[config.mk]
export PLATFORM = sky130hd
export DESIGN_NAME = multdiv_issue_ctrl
export DESIGN_NICKNAME = d
export VERILOG_FILES = /design/src/rtl/multdiv_issue_ctrl.sv
export SDC_FILE = /design/constraint.sdc
export NUM_CORES = 1
export LEC_CHECK = 0
export CORE_MARGIN = 5
export CORE_UTILIZATION = 37
export CTS_BUF_LIST = sky130_fd_sc_hd__clkbuf_16
export CTS_CLUSTER_DIAMETER = 40
export DETAILED_ROUTE_END_ITERATION = 10
export GPL_ROUTABILITY_DRIVEN = 1
export GPL_TIMING_DRIVEN = 0
export HOLD_SLACK_MARGIN = 0.08
export PLACE_DENSITY_LB_ADDON = 0.1
export SLEW_MARGIN = 40
export SYNTH_ARGS = -nofsm -noshare
export SYNTH_HDL_FRONTEND = slang
export SYNTH_SLANG_ARGS = --single-unit
[constraint.sdc]
create_clock -name clock -period 3.48 [get_ports clock]
set_input_delay 0.696 -clock clock [delete_from_list [all_inputs] [get_ports clock]]
set_output_delay 0.696 -clock clock [all_outputs]
set_load 0.03 [all_outputs]
[src/rtl/multdiv_issue_ctrl.sv]
// Issue sequencer for the shared multicycle multiply/divide unit: freezes fetch,
// latches operands, pulses start, and performs one bounded regfile writeback.
module multdiv_issue_ctrl #(
    parameter int unsigned TIMEOUT_CYCLES = 64,
    parameter logic [31:0] MUL_EXC_CODE   = 32'd4,
    parameter logic [31:0] DIV_EXC_CODE   = 32'd5,
    parameter logic [31:0] TIMEOUT_CODE   = 32'd6
) (
    input  logic        clock,
    input  logic        reset,
    input  logic        issue_valid,
    input  logic        issue_is_div,
    input  logic [4:0]  issue_rd,
    input  logic [31:0] issue_a,
    input  logic [31:0] issue_b,
    output logic        md_ctrl_mult,
    output logic        md_ctrl_div,
    output logic [31:0] md_operand_a,
    output logic [31:0] md_operand_b,
    input  logic [31:0] md_result,
    input  logic        md_exception,
    input  logic        md_ready,
    output logic        stall,
    output logic        wb_en,
    output logic [4:0]  wb_reg,
    output logic [31:0] wb_data,
    output logic        busy
);

    typedef enum logic [1:0] {S_IDLE, S_START, S_BUSY, S_WB} state_e;

    localparam logic [4:0] RSTATUS_REG = 5'd30;
    localparam logic [7:0] CNT_LAST    = 8'(TIMEOUT_CYCLES - 1);

    state_e      state_q;
    logic [7:0]  cnt_q;
    logic [7:0]  cnt_d;
    logic        is_div_q;
    logic [4:0]  rd_q;
    logic [31:0] op_a_q;
    logic [31:0] op_b_q;
    logic        mult_q;
    logic        div_q;
    logic        wb_en_q;
    logic [4:0]  wb_reg_q;
    logic [31:0] wb_data_q;

    assign cnt_d = cnt_q + 8'd1;

    // NOTE: every register here is state, so all use non-blocking assignments;
    // outputs are registered and set on the transition into the state they belong to.
    always_ff @(posedge clock) begin
        if (!reset) begin
            state_q   <= S_IDLE;
            cnt_q     <= '0;
            is_div_q  <= 1'b0;
            rd_q      <= '0;
            op_a_q    <= '0;
            op_b_q    <= '0;
            mult_q    <= 1'b0;
            div_q     <= 1'b0;
            wb_en_q   <= 1'b0;
            wb_reg_q  <= '0;
            wb_data_q <= '0;
        end else begin
            case (state_q)
                S_IDLE: begin
                    if (issue_valid) begin
                        is_div_q <= issue_is_div;
                        rd_q     <= issue_rd;
                        op_a_q   <= issue_a;
                        op_b_q   <= issue_b;
                        mult_q   <= ~issue_is_div;
                        div_q    <= issue_is_div;
                        state_q  <= S_START;
                    end
                end
                S_START: begin
                    // md_ready may still be asserted from the previous op; not sampled here.
                    mult_q  <= 1'b0;
                    div_q   <= 1'b0;
                    cnt_q   <= '0;
                    state_q <= S_BUSY;
                end
                S_BUSY: begin
                    cnt_q <= cnt_d;
                    if (md_ready) begin
                        state_q <= S_WB;
                        if (md_exception) begin
                            wb_en_q   <= 1'b1;
                            wb_reg_q  <= RSTATUS_REG;
                            wb_data_q <= is_div_q ? DIV_EXC_CODE : MUL_EXC_CODE;
                        end else begin
                            wb_en_q   <= (rd_q != 5'd0);
                            wb_reg_q  <= rd_q;
                            wb_data_q <= md_result;
                        end
                    end else if (cnt_q == CNT_LAST) begin
                        state_q   <= S_WB;
                        wb_en_q   <= 1'b1;
                        wb_reg_q  <= RSTATUS_REG;
                        wb_data_q <= TIMEOUT_CODE;
                    end
                end
                S_WB: begin
                    wb_en_q   <= 1'b0;
                    wb_reg_q  <= '0;
                    wb_data_q <= '0;
                    state_q   <= S_IDLE;
                end
                default: state_q <= S_IDLE;
            endcase
        end
    end

    // Control strobes are masked while reset is asserted so an aborted op emits nothing.
    assign md_ctrl_mult = mult_q & reset;
    assign md_ctrl_div  = div_q & reset;
    assign wb_en        = wb_en_q & reset;
    assign stall        = reset & (((state_q == S_IDLE) & issue_valid) |
                                   (state_q == S_START) | (state_q == S_BUSY));
    assign md_operand_a = op_a_q;
    assign md_operand_b = op_b_q;
    assign wb_reg       = wb_reg_q;
    assign wb_data      = wb_data_q;
    assign busy         = (state_q != S_IDLE);

endmodule

==> results by group <==
Synthesis
  • Post-Synthesis Cells: 549
  • Cell taking the most area after synthesis: dfxtp_1
  • Post-synth cell types: 36
  • Post-synth top area share: 49.8%
  • EDFF count, synth: 0
  • Syn. warnings: 0
  • Post-Syn Nets: 662
  • Ys flop type: dfxtp_1
  • Number of synthesized register bits: 120
  • Register area share after synthesis: 49.8%
  • Syn Area/Cell: 8.78 um2
  • Synth area leaders: dfxtp_1, nand2_1, a21boi_0, mux2i_1, clkbuf_1
  • Cell area after synthesis: 4820 um2
  • Async SR Flop Fraction: 0%

Detailed routing
  • Post-Route WL: 13800 um
  • Initial DRC Count: 124
  • Wirelength per Cell: 14.4 um
  • First-pass iteration count of the detailed router: 4
  • DRC Markers: 0
  • Routed vias: 4484
  • Antenna viol nets, final: 0
  • Vias per std cell: 4.65

GRT
  • Initial antenna violation count: 0
  • Vias in the first global route: 4588
  • First-pass GRT wire length: 21600 um
  • Grt total ovfl: 0
  • Largest net degree at the start of global routing: 20
  • GRT Total Usage: 18.0%

Timing
  • Max_slew headroom: 63.9%
  • Fin crit period: 3310 ps
  • Max-slew violation count: 0
  • Actual slew at the worst max-slew pin: 537 ps
  • Achievable Freq: 0.302 GHz
  • Final period utilization: 95.0%
  • Clock skew: 8.03 ps
  • Fin. Hold Viols: 0
  • Final setup violation count: 0
  • RSZ-0062 raised after global routing: no
  • WHS: 454 ps

CTS
  • Post-CTS resize count: 0
  • Clk_lat worst skew: 410 ps
  • H-tree depth: 4
  • Clock buffer count from CTS: 17
  • Clk root buf: clkbuf_16
  • CTS tree: built
  • Clk sinks: 120
  • Clock transition at path regs: 50 ps
  • Post-CTS setup buffer count: 0
  • Clock tree buffer depth: 2
  • CTS Hold Buffers Added: 0

Die
  • Boundary Pins: 213
  • Die width: 124 um
  • Die height: 124 um
  • Core Region: 12700 um2
  • Die Area: 15400 um2
  • Initial Util: 37.9%
  • # rows: 41

Critical path
  • Critical Path Fanout Max: 19
  • Crit Path Class: input pin to output port
  • Worst Path Required: 2780 ps
  • Startpoint Class: input pin
  • Critical Path AT: 2610 ps
  • Crit end category: output port

Job
  • Max Cap Viol: 0

Cells and area
  • Most common cell after layout, fill and taps aside: clkdlybuf4s50_1
  • Most frequent cells in the layout: clkdlybuf4s50_1, nand2_1, dfxtp_1
  • N_diodes: 0
  • Nets: 892
  • Final std cells w/o fill: 964
  • Share of layout cells above drive strength 1: 5.81%
  • Area grow syn2layout: 59.2%

Placed design
  • Placed insts: 933
  • Post-DP HPWL: 10800 um
  • Gpl congestion: 0.778
  • Port Buffers: 212

Worst hold path
  • Hold WC Path Type: register to register

Run status
  • Run status: completed

Power and ir drop
  • PD cells: 664 nW/um2
  • Leakage Power: 2.80 nW
  • Worst VDD drop: 0.339 mV
[worst max-delay path, stage by stage]
cell             delay (ps)
clkdlybuf4s50_1         620
buf_2                   380
and2_1                  210
clkdlybuf4s50_1         690
[report_power, final]
| group | switching [W] | total (W) | internal [W] |
|---|---|---|---|
| clock | 0.000576 | 0.00153 | 0.000952 |
| combinational | 0.00107 | 0.00186 | 0.000791 |
| sequential | 0.000117 | 0.00171 | 0.00159 |
[area by class of cell]
cell class / count / area, um2
fillers: 1162 / 5050
flip-flops and latches: 120 / 2400
inverters: 7 / 26.3
multi-input cells: 387 / 2200
clock buffers: 17 / 425
repair buffers: 212 / 2120
plain buffers: 34 / 190
well taps: 172 / 215
clock inverters: 15 / 95.1
[cells in the mapped netlist, types with 2 or more instances]
master,instances
a21boi_0,71
a21oi_1,2
and2_1,4
buf_12,3
buf_2,11
clkbuf_1,21
dfxtp_1,120
ha_1,6
inv_1,7
mux2i_1,37
nand2_1,211
nand2b_1,2
nand4_1,4
nor2_1,10
nor2b_1,5
nor3_1,2
o211ai_1,4
o21ai_0,6
o31ai_1,2
xnor2_1,3
xor2_1,3
[stage by stage]
step	setup TNS [ps]	setup slack [ps]	util (%)	area [um2]	power, W
finish	0	174	60.3	7670	0.00510
detailed placement	-350	-139	56.3	7160	0.00362
floorplan	0	1340	-	4820	0.00289
global placement	-382	-153	56.3	7160	0.00357
CTS	0	141	60.3	7670	0.00517
global route	0	82.0	60.3	7670	0.00538
[worst paths after layout]
kind / startpoint / to / slack [ps] / depth (start not counted)
max: reset / wb_en / 170 / 4
min reg2reg: wb_data[21] / wb_data[21] / 450 / 2
max reg2reg: state_q[0] / md_operand_b[20] / 1660 / 6
min: wb_data[21] / wb_data[21] / 450 / 2
[cells by family (layout without fill, tap and decap cells)]
kind of cell / after synthesis / after routing / share of synthesized area (%)
AND/OR/NAND/NOR: 245 / 245 / 20.9
flip-flops: 120 / 120 / 49.8
AO/OA/AOI/OAI: 92 / 92 / 14.1
buffers and inverters: 42 / 285 / 4.57
multiplexers: 38 / 38 / 7.92
adder cells (fa/ha/maj): 6 / 6 / 1.56
XOR/XNOR: 6 / 6 / 1.09
[layer usage]
metal  track usage [%]  wire length [um]
met5                 0                 0
met3              7.95              1440
met1              19.7              5500
met4              8.08               274
met2              30.1              6630
No activity file was read; power rests on OpenSTA's default activity.
